File: config.mk
export PLATFORM = sky130hd
export DESIGN_NAME = cam_capture_rgb444_flat
export DESIGN_NICKNAME = d
export VERILOG_FILES = /design/src/rtl/cam_pkg.sv /design/src/rtl/cam_capture_rgb444_if.sv /design/src/rtl/cam_input_sync.sv /design/src/rtl/cam_capture_rgb444.sv /design/src/flat_wrapper.sv
export SDC_FILE = /design/constraint.sdc
export NUM_CORES = 1
export LEC_CHECK = 0
export CORE_MARGIN = 4
export CORE_UTILIZATION = 57
export CTS_BUF_LIST = sky130_fd_sc_hd__clkbuf_8
export CTS_CLUSTER_DIAMETER = 60
export DETAILED_ROUTE_END_ITERATION = 10
export GPL_TIMING_DRIVEN = 0
export MAX_ROUTING_LAYER = met4
export PLACE_DENSITY = 0.81
export SLEW_MARGIN = 30
export SYNTH_ARGS = -nofsm -noshare
export SYNTH_HDL_FRONTEND = slang
export SYNTH_HIERARCHICAL = 1
export SYNTH_SLANG_ARGS = --single-unit
File: constraint.sdc
create_clock -name clk -period 2.55 [get_ports clk]
set_input_delay 0.51 -clock clk [delete_from_list [all_inputs] [get_ports clk]]
set_output_delay 0.51 -clock clk [all_outputs]
set_load 0.005 [all_outputs]
File: src/rtl/cam_pkg.sv
// Shared definitions for the OV7670 RGB444 capture block: FSM states, frame
// geometry defaults and the 12-bit pixel layout.
package cam_pkg;

    localparam int H_ACTIVE_DEF     = 640;
    localparam int V_ACTIVE_DEF     = 480;
    localparam int FRAME_PIXELS_DEF = H_ACTIVE_DEF * V_ACTIVE_DEF;

    localparam int PIX_W = 12;
    localparam int R_LSB = 8;
    localparam int G_LSB = 4;
    localparam int B_LSB = 0;

    typedef enum logic [1:0] {
        ST_IDLE,
        ST_WAIT_VSYNC,
        ST_CAPTURE,
        ST_DONE
    } cam_state_t;

    // First camera byte carries R in its low nibble, second byte is {G,B}.
    function automatic logic [PIX_W-1:0] pack_rgb444(input logic [3:0] r,
                                                     input logic [7:0] gb);
        logic [PIX_W-1:0] p;
        p             = '0;
        p[R_LSB +: 4] = r;
        p[G_LSB +: 4] = gb[7:4];
        p[B_LSB +: 4] = gb[3:0];
        return p;
    endfunction

endpackage

File: src/rtl/cam_capture_rgb444_if.sv
// Frame-buffer BRAM write port bundle driven by the capture block.
interface cam_capture_rgb444_if #(
    parameter int ADDR_W = 19
);
    logic                     wr_en;
    logic [ADDR_W-1:0]        wr_addr;
    logic [cam_pkg::PIX_W-1:0] wr_data;

    modport master (output wr_en, output wr_addr, output wr_data);
    modport slave  (input  wr_en, input  wr_addr, input  wr_data);
endinterface

File: src/rtl/cam_input_sync.sv
// Synchronises the raw camera pins into clk and produces single-cycle edge
// pulses; all pins share one pipeline so they stay cycle-aligned.
module cam_input_sync #(
    parameter int SYNC_STAGES = 2
) (
    input  logic       clk,
    input  logic       rst,
    input  logic       cam_pclk,
    input  logic       cam_vsync,
    input  logic       cam_href,
    input  logic [7:0] cam_data,
    output logic [7:0] data_s,
    output logic       href_s,
    output logic       href_d,
    output logic       pclk_rise,
    output logic       vsync_rise,
    output logic       vsync_fall,
    output logic       href_fall
);

    localparam int BUS_W = 11;

    logic [BUS_W-1:0] synced;
    logic             pclk_prev_reg;
    logic             vsync_prev_reg;
    logic             href_prev_reg;

    // Bus layout: {pclk, vsync, href, data[7:0]}
    generate
        for (genvar gi = 0; gi < SYNC_STAGES; gi++) begin : g_stage
            logic [BUS_W-1:0] q_reg;
            if (gi == 0) begin : g_first
                always_ff @(posedge clk) begin
                    if (rst) q_reg <= '0;
                    else     q_reg <= {cam_pclk, cam_vsync, cam_href, cam_data};
                end
            end else begin : g_next
                always_ff @(posedge clk) begin
                    if (rst) q_reg <= '0;
                    else     q_reg <= g_stage[gi-1].q_reg;
                end
            end
        end
    endgenerate

    assign synced = g_stage[SYNC_STAGES-1].q_reg;

    always_ff @(posedge clk) begin
        if (rst) begin
            pclk_prev_reg  <= 1'b0;
            vsync_prev_reg <= 1'b0;
            href_prev_reg  <= 1'b0;
        end else begin
            pclk_prev_reg  <= synced[10];
            vsync_prev_reg <= synced[9];
            href_prev_reg  <= synced[8];
        end
    end

    assign data_s     = synced[7:0];
    assign href_s     = synced[8];
    assign href_d     = href_prev_reg;
    assign pclk_rise  =  synced[10] & ~pclk_prev_reg;
    assign vsync_rise =  synced[9]  & ~vsync_prev_reg;
    assign vsync_fall = ~synced[9]  &  vsync_prev_reg;
    assign href_fall  = ~synced[8]  &  href_prev_reg;

endmodule

File: src/rtl/cam_capture_rgb444.sv
// OV7670 RGB444 frame capture into the frame-buffer BRAM write port.
// Build option CAM_CONTINUOUS_EN: re-arm automatically after every frame.
module cam_capture_rgb444
    import cam_pkg::*;
#(
    parameter int H_ACTIVE    = H_ACTIVE_DEF,
    parameter int V_ACTIVE    = V_ACTIVE_DEF,
    parameter int ADDR_W      = 19,
    parameter int SYNC_STAGES = 2
) (
    input  logic       clk,
    input  logic       rst,
    input  logic       start,
    input  logic       cam_pclk,
    input  logic       cam_vsync,
    input  logic       cam_href,
    input  logic [7:0] cam_data,
    cam_capture_rgb444_if.master wr_bus,
    output logic       busy,
    output logic       frame_done,
    output logic       display_enable,
    output logic       line_err
);

    localparam int FRAME_PIXELS = H_ACTIVE * V_ACTIVE;
    localparam int LCNT_W       = $clog2(H_ACTIVE + 1) + 1;

    logic [7:0] data_s;
    logic       href_s, href_d;
    logic       pclk_rise, vsync_rise, vsync_fall, href_fall;

    cam_input_sync #(.SYNC_STAGES(SYNC_STAGES)) u_sync (
        .clk        (clk),
        .rst        (rst),
        .cam_pclk   (cam_pclk),
        .cam_vsync  (cam_vsync),
        .cam_href   (cam_href),
        .cam_data   (cam_data),
        .data_s     (data_s),
        .href_s     (href_s),
        .href_d     (href_d),
        .pclk_rise  (pclk_rise),
        .vsync_rise (vsync_rise),
        .vsync_fall (vsync_fall),
        .href_fall  (href_fall)
    );

    cam_state_t        state_reg, state_next;
    logic              phase_reg;
    logic [3:0]        r_reg;
    logic [ADDR_W-1:0] cnt_reg;
    logic              full_reg;
    logic [LCNT_W-1:0] line_cnt_reg;
    logic              wr_en_reg;
    logic [ADDR_W-1:0] wr_addr_reg;
    logic [PIX_W-1:0]  wr_data_reg;
    logic              line_err_reg;
    logic              disp_en_reg;

    logic              byte_strobe, pix_done, arm;
    logic [LCNT_W:0]   line_cnt_cmp;

    // A byte landing on the href falling edge still belongs to the line,
    // and one landing on the rising edge already does.
    always_comb begin
        byte_strobe  = (state_reg == ST_CAPTURE) && pclk_rise && (href_s || href_d);
        pix_done     = byte_strobe && phase_reg;
        line_cnt_cmp = {1'b0, line_cnt_reg} + {{LCNT_W{1'b0}}, pix_done};
    end

    always_comb begin
        state_next = state_reg;
        case (state_reg)
            ST_IDLE:       if (start)      state_next = ST_WAIT_VSYNC;
            ST_WAIT_VSYNC: if (vsync_fall) state_next = ST_CAPTURE;
            ST_CAPTURE:    if (vsync_rise) state_next = ST_DONE;
`ifdef CAM_CONTINUOUS_EN
            ST_DONE:                       state_next = ST_WAIT_VSYNC;
`else
            ST_DONE:                       state_next = ST_IDLE;
`endif
            default:                       state_next = ST_IDLE;
        endcase
        arm = (state_next == ST_WAIT_VSYNC) && (state_reg != ST_WAIT_VSYNC);
    end

    always_ff @(posedge clk) begin
        if (rst) begin
            state_reg    <= ST_IDLE;
            phase_reg    <= 1'b0;
            r_reg        <= '0;
            cnt_reg      <= '0;
            full_reg     <= 1'b0;
            line_cnt_reg <= '0;
            wr_en_reg    <= 1'b0;
            wr_addr_reg  <= '0;
            wr_data_reg  <= '0;
            line_err_reg <= 1'b0;
            disp_en_reg  <= 1'b0;
        end else begin
            state_reg <= state_next;
            wr_en_reg <= 1'b0;
            if (arm) begin
                cnt_reg      <= '0;
                full_reg     <= 1'b0;
                phase_reg    <= 1'b0;
                line_cnt_reg <= '0;
            end else if (state_reg == ST_CAPTURE) begin
                if (byte_strobe && !phase_reg) begin
                    r_reg     <= data_s[3:0];
                    phase_reg <= 1'b1;
                end else if (pix_done) begin
                    phase_reg <= 1'b0;
                    // Past the frame size pixels are silently dropped.
                    if (!full_reg) begin
                        wr_en_reg   <= 1'b1;
                        wr_addr_reg <= cnt_reg;
                        wr_data_reg <= pack_rgb444(r_reg, data_s);
                        if (cnt_reg == ADDR_W'(FRAME_PIXELS - 1)) full_reg <= 1'b1;
                        else                                     cnt_reg  <= cnt_reg + ADDR_W'(1);
                    end
                    if (line_cnt_reg != '1) line_cnt_reg <= line_cnt_reg + LCNT_W'(1);
                end
                if (href_fall) begin
                    phase_reg    <= 1'b0;
                    line_cnt_reg <= '0;
                    if (line_cnt_cmp != (LCNT_W+1)'(H_ACTIVE)) line_err_reg <= 1'b1;
                end
            end
            if (state_reg == ST_DONE) disp_en_reg <= 1'b1;
        end
    end

    assign wr_bus.wr_en    = wr_en_reg;
    assign wr_bus.wr_addr  = wr_addr_reg;
    assign wr_bus.wr_data  = wr_data_reg;
    assign busy            = (state_reg == ST_WAIT_VSYNC) || (state_reg == ST_CAPTURE);
    assign frame_done      = (state_reg == ST_DONE);
    assign display_enable  = disp_en_reg;
    assign line_err        = line_err_reg;

endmodule

File: src/flat_wrapper.sv
// flat-port wrapper written by rule: the top's interface ports become plain ports
module cam_capture_rgb444_flat import cam_pkg::*;
#(
    parameter int H_ACTIVE    = H_ACTIVE_DEF,
    parameter int V_ACTIVE    = V_ACTIVE_DEF,
    parameter int ADDR_W      = 19,
    parameter int SYNC_STAGES = 2
)
  (clk, rst, start, cam_pclk, cam_vsync, cam_href, cam_data, busy, frame_done, display_enable, line_err, wr_bus_wr_en, wr_bus_wr_addr, wr_bus_wr_data);
  cam_capture_rgb444_if #(.ADDR_W(ADDR_W)) wr_bus_i ();
  input  logic clk;
  input  logic rst;
  input  logic start;
  input  logic cam_pclk;
  input  logic cam_vsync;
  input  logic cam_href;
  input  logic [7:0] cam_data;
  output logic busy;
  output logic frame_done;
  output logic display_enable;
  output logic line_err;
  output wire logic [$bits(wr_bus_i.wr_en)-1:0] wr_bus_wr_en;
  output wire logic [$bits(wr_bus_i.wr_addr)-1:0] wr_bus_wr_addr;
  output wire logic [$bits(wr_bus_i.wr_data)-1:0] wr_bus_wr_data;
  assign wr_bus_wr_en = wr_bus_i.wr_en;
  assign wr_bus_wr_addr = wr_bus_i.wr_addr;
  assign wr_bus_wr_data = wr_bus_i.wr_data;
  cam_capture_rgb444 #(.H_ACTIVE(H_ACTIVE), .V_ACTIVE(V_ACTIVE), .ADDR_W(ADDR_W), .SYNC_STAGES(SYNC_STAGES)) u_core (.clk(clk), .rst(rst), .start(start), .cam_pclk(cam_pclk), .cam_vsync(cam_vsync), .cam_href(cam_href), .cam_data(cam_data), .wr_bus(wr_bus_i), .busy(busy), .frame_done(frame_done), .display_enable(display_enable), .line_err(line_err));
endmodule
# After elaboration in Yosys (flattened, before gate mapping)
# Cells that the tools add are included.
# op_classes
n_eq_ne	9
n_reduce_logical	21
n_addsub	3
n_bitwise	14
n_mux	14
# op_table
operator	count
2-to-1 mux 11 bit	4
adder 19 x 1 -> 19 bit, second input constant	1
equality test 19 bit, second input constant	1
adder 11 x 1 -> 12 bit	1
inequality test 12 x 10 -> 1 bit, second input constant	1
adder 11 x 1 -> 11 bit, second input constant	1
inequality test 11 bit, second input constant	1
inverter 1 bit	10
AND reduction 5 bit	2
case mux 2 bit (4 select lines)	1
AND reduction 4 bit	2
2-to-1 mux 1 bit	6
2-to-1 mux 2 bit	3
AND reduction 3 bit	2
logical AND 1 bit	5
OR reduction 5 bit	1
bitwise AND 1 bit	4
equality test 2 x 1 -> 1 bit, second input constant	2
equality test 2 bit, second input constant	2
inequality test 2 x 1 -> 1 bit, second input constant	2
nonzero test 2 bit	2
nonzero test 3 bit	1
logical NOT 2 bit	1
logical OR 1 bit	2
other kinds (3)	3
# totals
output_inout_bits	36
word_cells	77
in_bits	14
reg_bits	97

# Depth between registers and ports, before layout
# Gate-level depths: netlist of run 1.
# depth
ltp_word	8
depth_mapped	12
ltp_nobuf	11

# Cells and area by module
# Netlist of run 1, hierarchy kept.
# by_module_without_submodules
mod	seq_area_each_um2	instances	cells_per_inst	area_each_um2
cam_capture_rgb444	1441.4	1	365	3298.2
cam_input_sync	500.5	1	64	767.0

# Least setup slack after synthesis of run 1
# No wires, ideal clock.
# synth_timing
path_type	flip-flop to flip-flop
startpoint	register u_core.state_reg[0]
endpoint	register u_core.line_err_reg (netlist: u_core/line_err)
arrival_ns	2.081
path_stages_with_launch	13
period_less_slack_ns	2.211
required_ns	2.421
path_buffers	1
setup_time_ns	0.129
setup_slack_ns	0.339
path_cell_list	dfxtp_1 inv_1 ha_1 clkbuf_2 o211ai_2 nor2_1 ha_1 ha_1 xor2_1 nor4_1 o21ai_0 a211oi_1 a31oi_1
# synth_between
elab_chain_len	7
elab_cells_between_ends	18
classes_between	1 x add/sub; 6 x eq/ne; 4 x mux; 1 x bitwise; 6 x reduce/logical
# synth_rtl
item	line	text
from (decl)	cam_capture_rgb444.sv:48	cam_state_t state_reg, state_next;
from (signal assigned)	cam_capture_rgb444.sv:101	state_reg <= state_next;
equality test 2 bit	cam_capture_rgb444.sv:66, cam_capture_rgb444.sv:73, cam_capture_rgb444.sv:108	
logical AND 1 bit (2 in a row)	cam_capture_rgb444.sv:66	byte_strobe = (state_reg == ST_CAPTURE) && pclk_rise && (href_s || href_d);
logical AND 1 bit	cam_capture_rgb444.sv:67	pix_done = byte_strobe && phase_reg;
adder 11 x 1 -> 12 bit	cam_capture_rgb444.sv:68	line_cnt_cmp = {1'b0, line_cnt_reg} + {{LCNT_W{1'b0}}, pix_done};
inequality test 12 x 10 -> 1 bit	cam_capture_rgb444.sv:127	if (line_cnt_cmp != (LCNT_W+1)'(H_ACTIVE)) line_err_reg <= 1'b1;
AND reduction 4 bit (no source line) (*)	-	
to (signal assigned)	cam_capture_rgb444.sv:98	line_err_reg <= 1'b0;
to (signal assigned)	cam_capture_rgb444.sv:127	
to (decl)	cam_capture_rgb444.sv:57	logic line_err_reg;
# Every way passes the cells marked *; elsewhere a longest branch is shown, timed or not.
# A chain may end at the register's enable or synchronous reset.

# Worst setup path in the final report of run 1
# Ends and elaborated chain as after synthesis.

==> results of run 1 <==
report_power, final:
group          total, mW  switching (mW)  internal [mW]
Combinational      0.126          0.0692         0.0565
Sequential          1.54         0.00691           1.53
Clock               1.04           0.569          0.473
repair_timing:
item,in CTS,in global routing
pin swaps,0,1
gates resized for setup,2,6
hold endpoints to repair,0,0
endpoints found under the setup margin,12,1
kinds of logic (layout without fill, tap and decap cells):
group	after synthesis	in the layout	synth area share
mux	38	38	0.09357
compound gates	43	43	0.07633
flops	97	97	0.4777
fa+ha+maj	10	10	0.03078
buf+inv	33	97	0.04678
xor+xnor	21	21	0.04525
simple gates	187	187	0.2296
final timing paths:
| path | start | end | slack [ps] |
|---|---|---|---|
| hold / removal | u_core/u_sync/g_stage[0].q_reg[10]$_SDFF_PP0_ | u_core/u_sync/g_stage[1].q_reg[10]$_SDFF_PP0_ | 440 |
| hold reg to reg | u_core/u_sync/g_stage[0].q_reg[10]$_SDFF_PP0_ | u_core/u_sync/g_stage[1].q_reg[10]$_SDFF_PP0_ | 440 |
| setup / recovery | u_core/state_reg[0]$_SDFF_PP0_ | u_core/line_err$_SDFFE_PP0P_ | 110 |
| setup reg to reg | u_core/state_reg[0]$_SDFF_PP0_ | u_core/line_err$_SDFFE_PP0P_ | 110 |
layer usage:
| layer | up-vias | global-route usage |
|---|---|---|
| li1 | 1594 | - |
| met2 | 78 | 0.3263 |
| met3 | 18 | 0.03331 |
| met1 | 1479 | 0.2594 |
| met4 | 0 | 0.1015 |
| met5 | - | - |
final cells by class:
cell class	instances	area share
Multi-Input combinational cell	299	0.3988
Sequential cell	97	0.3963
Timing Repair Buffer	49	0.1000
Buffer	25	0.03266
Clock buffer	9	0.02526
Tap cell	96	0.02450
Clock inverter	7	0.01710
Inverter	7	0.005359
cell usage after synthesis (all sizes together) (2+ instances only):
library cell / count
and2b: 2
nor3: 8
ha: 10
o211ai: 6
nor2: 80
o21ai: 9
nor4: 6
buf: 16
inv: 7
o21a: 3
clkbuf: 10
nand4: 12
o21bai: 2
or4: 4
xor2: 12
mux2i: 38
nand3b: 2
a211oi: 2
xnor2: 9
nand3: 11
nor2b: 30
nand2b: 2
and4: 3
nand2: 17
a21oi: 7
and3: 4
dfxtp: 97
a31oi: 3
stage by stage:
| stage | area (um2) | hold slack (ps) |
|---|---|---|
| after global routing | 4903 | 457.1 |
| final | 4903 | 440.7 |
| after CTS | 4892 | 447.0 |
| after floorplan | 4065 | 410.9 |
| after detailed placement | 4676 | 421.2 |
| after global placement | 4676 | 417.0 |
==> run summary, run 1 <==
The minimum clock period after layout came out at 2441 ps. The net count after synthesis came out at 453. The remaining max-slew budget at the tightest pin came out at 0.4594.

The share of cells above drive strength 1 came out at 0.08519. The total congestion overflow is 0. The worst reg-to-reg path cell count is 12. Sorting the synthesized cells by area gives the leading types as dfxtp_1 48%, mux2i_1 9.4%, nor2_1 7.4%.

Counting instances, the worst hold path has a depth of 1. The count of endpoints failing hold in the final timing report is 0. The maximum net fanout on the critical path came out at 8. The worst setup path is launched from a flip-flop. The analysis attributes to cell leakage a power of 1.781 nW.

The worst-margin pin slew came out at 800.4 ps. The first global-routing pass estimated 13920 um of wire. The initial antenna violation count is 0. The register with the most flip-flops in the layout has 22 of them.

The final-layout fill cell count came out at 529. The core region is 0.006869 mm2. Counting flops with an async set or reset pin after synthesis yields a share of 0. The vertical extent of the die is 92.45 um. The max-slew violation count came out at 0.

In this run the worst hold path is classified as flip-flop to flip-flop. The post-CTS setup repair buffer count is 0. The flip-flop and latch count after synthesis is 97. The maximum level of the CTS H-tree came out at 3.

The number of global-route vias before repair came out at 3118. The number of hold-repair buffers added at the cts stage came out at 0. The share of the synthesized area in the top cell type came out at 0.4777. Of all cell types, the one taking the most synthesized area is dfxtp_1. The count of buffers from port buffering is 49. The cell that appears most often on the critical path is ha_1. The fraction of the yosys area taken by sequential cells is 0.4777.

Detailed placement finished with a half-perimeter wire length of 5969 um. Among all flip-flop cells after synthesis, the most frequent one is dfxtp_1. The number of antenna-violating nets in the routed design is 0. The portion of the clock cycle consumed by the worst path in the final layout is 0.9572. The global-route usage over all layers came out at 0.2071. The count of max-cap constraint violations came out at 0.

The number of cells on the critical path is 12. The flow ran to the end, and the final reports show no timing, DRC or antenna violations. The total power of the final layout is 2.707 mW. The utilization of the core after routing is 0.7138. The floorplan row count came out at 30. The data arrival at the endpoint of the critical path came out at 2720 ps. The synthesis-to-layout area growth is 20.62%. The clock slew seen by the registers of the worst setup and hold paths came out at 100 ps.

The routed wire length on met3 came out at 331 um. The total met2 wirelength after detailed routing came out at 3836 um. The number of buffers and inverters on the critical path is 2. The cell area after synthesis came out at 0.004065 mm2. The count of nets after finishing is 512.

The final weighted congestion in routability-driven placement is 0.9076. Traced cell by cell, the critical path runs through inv_1 > ha_1 > clkbuf_2 > o211ai_4 > nor2_2 > ha_1 > ha_1 > nand3_1 > o32a_1 > nand2_1 > a211oi_2 > a31oi_1. Including well taps, the total number of placed cells is 574. The first routing iteration left 142 violations. The cell at the root of the clock tree is clkbuf_8.

The starting density of the core is 0.5918. The later pin in the worst-skew pair is clocked with a latency of 360 ps. The number of iterations in the first detailed-routing pass came out at 4. The total via count in the routed design came out at 3169. Leaving out fill and tap cells, the most frequent cells in the layout are 96 x dfxtp_1, 78 x nor2_1, 49 x clkdlybuf4s50_1.

For the final database, setup skew stands at 5.408 ps. The width of the chip came out at 92.45 um. Using the TritonRoute via totals, the vias-per-cell ratio works out to 5.380. In the final timing run, aggregate negative setup slack is 0 ps.

The floorplan die area is 0.008547 mm2. Timing would allow up to 409.7 MHz. The largest voltage drop on the vdd net came out at 0.3626 mV. The final worst slack is 109.2 ps. After detailed routing, the total wire length is 8292 um. Summing all multi-input logic gate instances after layout gives 0.001956 mm2. The cell type of the slowest stage on the worst timing path is dfxtp_2. The kind of critical path is flip-flop to flip-flop. The final cell count without fillers is 589. The wire length the detailed router placed on met1 is 3927 um. The required time reported for the critical path endpoint came out at 2820 ps. The largest net degree at the start of global routing came out at 20. The setup slack after placement came out at -115.1 ps. The longest individual stage delay on the worst path came out at 350 ps. The worst setup path is captured at a flip-flop. The top-level port count is 50.

For this run, design rule violations remaining after detail routing come to 0. The longest clock path from root to sink contains 2 buffers. The uppermost metal layer occupied by signal nets is met4. The count of unique library cells instantiated by Yosys is 53. The number of standard cells after synthesis is 429. The TritonCTS clock tree is built. The area taken by flip-flops and latches came out at 0.001943 mm2. The total number of clock tree sinks came out at 97. Grouping stages by cell kind, the critical path spends the most delay in compound AO/OA/AOI/OAI gates. The number of antenna cells inserted came out at 0. Leaving out fill and tap cells, the most frequent cell in the layout is dfxtp_1. The number of enable flip-flop cells after synthesis came out at 0. The count of yosys warnings during synthesis came out at 6. TritonCTS created 9 clock buffers.

The average wire per standard cell is 14.08 um. The mean cell area of the mapped netlist came out at 9.476 um2. The final setup violation count is 0. The power per unit of standard cell area is 552.1 mW/mm2.
Power figures use the tool's default switching activity.
==> inputs of run 2 (changes only) <==
DONT_BUFFER_PORTS = 1   (was unset)
PLACE_DENSITY = 0.72   (was 0.81)
SYNTH_HIERARCHICAL = unset   (was 1)
==> run 2 against run 1 <==
Against the previous run: first-iteration DRC count is 4.2% lower; worst setup slack improved by 66 ps; flip-flop and latch count unchanged; synthesized area is 0.74% lower; die area is 0.68% lower; sequential power barely moved; hold slack got worse by 190 ps; routed wire length shrank 1.2%; combinational power is 15% lower; critical path type unchanged; critical endpoint is now u_core.line_err$_SDFFE_PP0P_.
==> run summary, run 2 <==
The width of the chip came out at 92.14 um (-0.34%). The HPWL after detailed placement came to 5726 um (-4.1%). The DRC violations left was 0 (unchanged). The most used flip-flop cell after synthesis is dfxtp_1. The part of the power in the clock network was 0.380 (-0.005). The buffer and inverter count on the worst path is 1 (-1).

The setup total negative slack came out at 0 ps (unchanged). The max-slew violation count is 0 (unchanged). The flow ran to the end, and the final reports show no timing, DRC or antenna violations.

The kind of critical path is flip-flop to flip-flop. The final setup violation count was 0 (unchanged). The maximum level of the CTS H-tree came out at 3 (unchanged). The routed via count divided by cell count is 5.532 (+2.8%). The cell area after synthesis came out at 0.004035 mm2 (-0.74%). The achievable clock frequency is 421.0 MHz (+2.8%).

Among all cell types in the netlist, the one instantiated most often is dfxtp_1. The internal power came out at 2.048 mW (-0.68%). The count of endpoints failing hold in the final timing report is 0 (unchanged). The area of the placeable core came out at 0.006832 mm2 (-0.55%). The number of antenna cells inserted came out at 0 (unchanged). The fraction of registers with async set/reset came out at 0 (unchanged). The count of buffers from port buffering came out at 0 (-100%).

The largest voltage drop on the vdd net was 0.4461 mV (+23%). The type of the tightest min-delay check is input pin to flip-flop. The number of antenna-violating nets in the routed design was 0 (unchanged). The mean cell area of the mapped netlist is 8.678 um2 (-8.4%). The flip-flop and latch count after synthesis was 97 (unchanged). The source-to-sink clock delay at the later pin of the worst-skew pair came out at 360 ps (about the same). The synthesis-to-layout area growth is 9.426%. The relative contribution of sequential cells to total power is 0.580 (+0.011). The total via count in the routed design is 3192 (+0.73%). The worst clock skew is 13.89 ps (+8.484 ps).

The cell type with the highest occurrence count on the critical path is ha_4. The category of cells accounting for the largest share of critical-path delay is compound AO/OA/AOI/OAI gates. The cell type of the slowest stage on the worst timing path is a2111oi_2.

The count of unique library cells instantiated by Yosys was 49 (-7.5%). The TritonCTS clock tree is built. The utilization of the core after routing is 0.6463 (-0.06751).

The average wire per standard cell came out at 14.20 um (+0.90%). The number of enable flip-flop cells after synthesis came out at 0 (unchanged). The total number of clock tree sinks came to 97 (unchanged). The combinational cell fraction of total power came out at 0.040 (-0.006). CTS placed an instance of clkbuf_8 at the clock tree root.

The largest net degree at the start of global routing was 17 (-15%). The clock slew seen by the registers of the worst setup and hold paths is 90 ps (about the same). The post-synthesis cell type with the largest combined area is dfxtp_1. The floorplan row count came to 30 (unchanged). The total congestion overflow came out at 0 (unchanged). After synthesis, the most frequently instantiated cells are 97 x dfxtp_1, 74 x nand2_1, 55 x a21oi_1, 29 x nor2b_1, 27 x nor2_1. The count of nets after finishing is 500 (-2.3%). The count of yosys warnings during synthesis is 0 (-6).

The vertical extent of the die came to 92.14 um (-0.34%). The number of iterations in the first detailed-routing pass came out at 4 (unchanged). The initial antenna violation count came out at 0 (unchanged). STA classifies the critical path startpoint as a flip-flop. The fraction of the yosys area taken by sequential cells came out at 0.4812 (+0.003555). The aggregate routed wire length is 8196 um (-1.2%).

Walking the worst path, the cells encountered are inv_2 > ha_4 > o21a_1 > and3_4 > ha_4 > ha_1 > nand3_1 > nor2_2 > xor2_1 > a2111oi_2 > a211oi_1. The worst-margin pin slew is 698.2 ps (-102.3 ps). The remaining max-slew budget at the tightest pin was 0.5303 (+0.07086). The count of max-cap constraint violations came out at 0 (unchanged). The minimum clock period after layout is 2375 ps (-65.75 ps). The maximum net fanout on the critical path came out at 7 (-1).

The required time reported for the critical path endpoint came out at 2780 ps (-40 ps). The net switching power of the design was 611.5 uW (-5.2%). The final weighted congestion in routability-driven placement came out at 0.8623 (-5.0%).

The power per unit of standard cell area is 602.3 mW/mm2 (+9.1%). The library cells used most frequently in the layout, excluding fill and tap cells, are 95 x dfxtp_1, 74 x nand2_1, 55 x a21oi_1. The share of cells above drive strength 1 came out at 0.09771 (+0.01252).

The global-route usage over all layers came out at 0.2066 (-0.0004969). The portion of the clock cycle consumed by the worst path in the final layout is 0.9314 (-0.02579). The global-route wire length before repair is 13860 um (-0.50%). The data arrival at the endpoint of the critical path came to 2600 ps (-120 ps). The number of buffers added by the clock tree synthesis step came out at 9 (unchanged). The longest individual stage delay on the worst path is 380 ps (+30 ps). The count of routing violations after the opening detailed-route iteration is 136 (-4.2%). The number of standard cells after synthesis is 465 (+8.4%).

The starting density of the core is 0.5907 (-0.001144). The worst setup path is captured at a flip-flop. The clock tree buffer depth came out at 2 (unchanged). Leaving out fill and tap cells, the most frequent cell in the layout is dfxtp_1. The number of global-route vias before repair is 3020 (-3.1%).

The flip-flop count of the largest register after layout is 22 (unchanged). The setup slack after placement is -387.8 ps (-272.7 ps). The floorplan die area came out at 0.008489 mm2 (-0.68%). The final worst slack came out at 174.9 ps (+65.76 ps). The net switching fraction of the power is 0.2299 (-0.008356). The net count after synthesis came to 489 (+7.9%). In the post-synthesis netlist, the biggest area contributors are dfxtp_1 48%, nand2_1 6.9%, a21oi_1 6.8%. The leakage power total is 1.489 nW (-16%). The top-level port count came out at 50 (unchanged). The total power of the final layout is 2.660 mW (-1.8%). The share of the synthesized area in the top cell type came out at 0.4812 (+0.003555).
==> run 2: cell type report <==
cell class / instances / area [um2]
inverter: 4 / 15.01
fill: 615 / 2416
multi-input combinational: 334 / 1993
tap: 96 / 120.1
sequential: 97 / 1947
buffer: 29 / 130.1
clock inverter: 6 / 65.06
clock buffer: 10 / 137.6
timing repair buffer: 1 / 7.507
==> run 2: repair_timing <==
action | CTS | global route
resized for setup | 10 | 6
hold buffers | 0 | 0
endpoints found under the setup margin | 1 | 30
buffers inserted | 1 | 0
cloned | 0 | 0
pin swaps | 1 | 2
==> run 2: cell families (layout without fill, tap and decap cells) <==
group	Yosys count	in the layout	synth area share
mux	1	1	0.002481
compound gates	94	94	0.1346
fa+ha+maj	10	10	0.03101
simple gates	212	212	0.2766
flops	97	97	0.4812
buf+inv	34	50	0.03721
xor+xnor	17	17	0.03690
==> run 2: path summary, 6_finish.rpt <==
path                            cells after the start                                         start  slack [ps]                                           end
worst min-delay path                                1                                         start         250                u_core.state_reg[1]$_SDFF_PP0_
worst min register to register                      1  u_core.u_sync.g_stage[0].q_reg[2]$_SDFF_PP0_         440  u_core.u_sync.g_stage[1].q_reg[2]$_SDFF_PP0_
worst max register to register                     11                u_core.state_reg[0]$_SDFF_PP0_         170                  u_core.line_err$_SDFFE_PP0P_
worst max-delay path                               11                u_core.state_reg[0]$_SDFF_PP0_         170                  u_core.line_err$_SDFFE_PP0P_
==> run 2: layer usage <==
metal,vias to the layer above,share of wire,GRT usage
met3,11,0.057,0.05989
met2,63,0.47,0.3285
li1,1629,-,-
met5,-,0,-
met4,0,0.014,0.08045
met1,1489,0.46,0.2479
==> run 2: per-stage QoR <==
step	cell area [um2]	instances	hold WS [ps]
3_3_place_gp	4155	561	417.3
6_report	4415	577	251.7
2_1_floorplan	4035	465	413.8
3_5_place_dp	4155	561	425.3
4_1_cts	4394	577	241.2
5_1_grt	4415	577	234.6
==> run 2: power groups by stage <==
stage	clock network, mW	registers, mW	logic, mW
global route	1.09	1.55	0.120
detailed placement	0	1.58	0.104
CTS	1.04	1.54	0.104
finish	1.01	1.54	0.107
floorplan	0	1.57	0.0765
global placement	0	1.58	0.101
==> inputs of run 3 (changes only) <==
CORE_MARGIN = 2   (was 4)
SYNTH_HIERARCHICAL = 1   (was unset)
==> run 3 against run 2 <==
Against the previous run: non-clock buffer count fell by 5; global-route usage rose by 0.64 points; clock-buffer cell count is 1 lower; critical path depth increased by 1; worst setup slack lost 62 ps; fmax fell by 2.6%; cell count down 6.4%.
==> run summary, run 3 (synthesis results as in run 1) <==
The area of the placeable core is 0.006832 mm2 (unchanged). The number of iterations in the first detailed-routing pass is 4 (unchanged). TritonCTS built the clock tree. The critical path is of the flip-flop to flip-flop type. The count of cells along the worst hold path came out at 1 (unchanged). The worst reg-to-reg path cell count is 12 (+1). The aggregate routed wire length is 7622 um (-7.0%). The endpoint of the worst hold path is u_core/u_sync/vsync_prev_reg$_SDFF_PP0_. The global-route usage over all layers came to 0.2130 (+0.006447). Compared with the post-synthesis result, the final layout area differs by 8.279%. The floorplan die area came out at 0.007823 mm2 (-7.8%).

The portion of the clock cycle consumed by the worst path in the final layout came out at 0.9558 (+0.02443). The initial antenna violation count was 0 (unchanged). The final-layout fill cell count came out at 600 (-2.4%). Setup repair after global routing could not meet its margin everywhere.

The average wire per standard cell is 14.11 um (-0.63%). The library cells used most frequently in the layout, excluding fill and tap cells, are 96 x dfxtp_1, 78 x nor2_1, 38 x mux2i_1. The routed via count divided by cell count is 5.452 (-1.4%). The path class of the tightest hold or removal check is input pin to flip-flop.

The max-slew violation count is 0 (unchanged). The total met2 wirelength after detailed routing is 3466 um (-9.8%). The maximum net fanout on the critical path came out at 8 (+1). The count of endpoints failing hold in the final timing report came out at 0 (unchanged).

The vertical extent of the die was 88.45 um (-4.0%). STA classifies the critical path startpoint as a flip-flop. The worst clock skew is 10.87 ps (-3.024 ps). The flop-to-flop setup slack was 110 ps (-60 ps). The data arrival at the endpoint of the critical path came to 2680 ps (+80 ps). The achievable clock frequency came out at 410.3 MHz (-2.6%).

The number of antenna-violating nets in the routed design is 0 (unchanged). The run finished with clean final reports. The clock slew seen by the registers of the worst setup and hold paths is 100 ps (about the same). The global-route wire length before repair is 12580 um (-9.2%). The number of antenna cells inserted came to 0 (unchanged). The count of buffers from port buffering came to 0 (unchanged). The floorplan row count is 30 (unchanged). The DRC violations left came out at 0 (unchanged). The number of buffers added by the clock tree synthesis step came out at 9 (unchanged). The total congestion overflow is 0 (unchanged). The area taken by flip-flops and latches came out at 0.001943 mm2 (-0.19%). The wire length the detailed router placed on met1 is 3612 um (-4.3%). The largest net degree at the start of global routing was 20 (+3). The flip-flop count of the largest register after layout is 22 (unchanged). The cell sitting at the root of the clock tree is a clkbuf_8. The final setup violation count came out at 0 (unchanged). The width of the chip is 88.45 um (-4.0%). The startpoint identified for the worst hold timing path is rst. The maximum level of the CTS H-tree came to 3 (unchanged). The minimum clock period after layout came out at 2437 ps (+62.30 ps). The post-layout instance area is 0.004402 mm2 (-0.31%). The starting density of the core is 0.5951 (+0.004396). The share of cells above drive strength 1 is 0.09910 (+0.001386). The power per unit of standard cell area is 593.0 mW/mm2 (-1.6%). The count of max-cap constraint violations came out at 0 (unchanged). The total number of clock tree sinks came out at 97 (unchanged).

The required time reported for the critical path endpoint is 2790 ps (about the same). The remaining max-slew budget at the tightest pin is 0.4312 (-0.09907). The number of global-route vias before repair came to 2691 (-11%). After detailed routing, no signal wire sits above met4. The largest voltage drop on the vdd net came out at 0.4230 mV (-5.2%). The clock tree buffer depth was 2 (unchanged).

The leakage power total is 1.602 nW (+7.6%). The worst-margin pin slew came out at 842.2 ps (+144.0 ps). The routed wire length on met3 was 461 um (-0.86%). Leaving out fill and tap cells, the most frequent cell in the layout is dfxtp_1. The setup total negative slack was 0 ps (unchanged).

In this run the critical register-to-register path is launched from u_core/state_reg[0]$_SDFF_PP0_. The instance area at placement is 0.004185 mm2 (+0.72%). The critical path capture point type is a flip-flop. The count of routing violations after the opening detailed-route iteration is 187 (+38%). The top-level port count came out at 50 (unchanged).

The total area of multi-input combinational cells came out at 0.001959 mm2 (-1.7%). The capture point of the worst reg-to-reg path is u_core/line_err$_SDFFE_PP0P_. The final weighted congestion in routability-driven placement is 0.8530 (-1.1%). The post-CTS setup repair buffer count is 0 (-1). The count of nets after finishing is 463 (-7.4%). The total via count in the routed design came out at 2944 (-7.8%).

The HPWL after detailed placement came to 5390 um (-5.9%). The source-to-sink clock delay at the later pin of the worst-skew pair came to 360 ps (about the same). The minimum hold slack came to 204.3 ps (-47.38 ps).
-- run 3: changes by cell type in the layout (fill, tap and decap cells not counted), moves of 6 or more --
cell and delta:
a21oi_1 -50, nor2_1 +52, nand2_1 -58, clkbuf_1 -7, buf_2 -10, or3_1 -10
o21ai_0 -9, nand3_1 -6, mux2i_1 +37, buf_4 +10
-- run 3: stage by stage --
stage	instances	utilization	total power, mW	setup WS, ps
4_1_cts	540	0.6423	2.642	36.17
2_1_floorplan	429	-	1.650	339.2
3_3_place_gp	525	0.6126	1.674	14.03
6_report	540	0.6443	2.610	112.6
3_5_place_dp	525	0.6126	1.675	2.799
5_1_grt	540	0.6443	2.721	-38.95
-- run 3: worst max path at each step --
stage / start / to / depth (start not counted)
after floorplan: u_core/state_reg[0]$_SDFF_PP0_ / u_core/line_err$_SDFFE_PP0P_ / 12
after CTS: u_core/state_reg[0]$_SDFF_PP0_ / u_core/line_err$_SDFFE_PP0P_ / 12
final: u_core/state_reg[0]$_SDFF_PP0_ / u_core/line_err$_SDFFE_PP0P_ / 12
after detailed placement: u_core/state_reg[0]$_SDFF_PP0_ / u_core/line_err$_SDFFE_PP0P_ / 12
after global placement: u_core/state_reg[0]$_SDFF_PP0_ / u_core/cnt_reg[15]$_SDFFE_PP0P_ / 8
after global routing: u_core/state_reg[0]$_SDFF_PP0_ / u_core/line_err$_SDFFE_PP0P_ / 12
-- run 3: final cells by class --
cell class              count  share of cell area
flip-flops and latches     97              0.4414
clock buffers               9             0.02814
plain buffers              25             0.03638
well taps                  96             0.02729
clock inverters             7             0.01563
inverters                   7            0.005969
multi-input cells         299              0.4451
-- run 3: worst max-delay path, cell delays in order (launching register included) --
cell,delay (ps)
dfxtp_2,350
inv_1,140
ha_1,160
clkbuf_2,180
o211ai_4,160
nor2_2,160
ha_2,210
ha_1,170
nand3_1,160
o21ai_0,210
nand2_1,90
a211oi_2,220
a31oi_1,100
-- run 3: power breakdown --
part           internal [mW]  switching, mW  leakage (nW)
Sequential              1.53        0.00670         0.787
Clock                  0.386          0.584         0.100
Combinational         0.0374         0.0629         0.716
Total                   1.96          0.654          1.60
-- run 3: repair_timing --
item	CTS	global route
resized for setup	3	5
setup endpoints to repair	13	2
hold buffers	0	0
pin swaps	0	1
-- run 3: per-layer routing --
metal	vias up	track usage
met4	0	0.08127
li1	1492	-
met2	75	0.3199
met3	8	0.05784
met1	1369	0.2749
met5	-	-
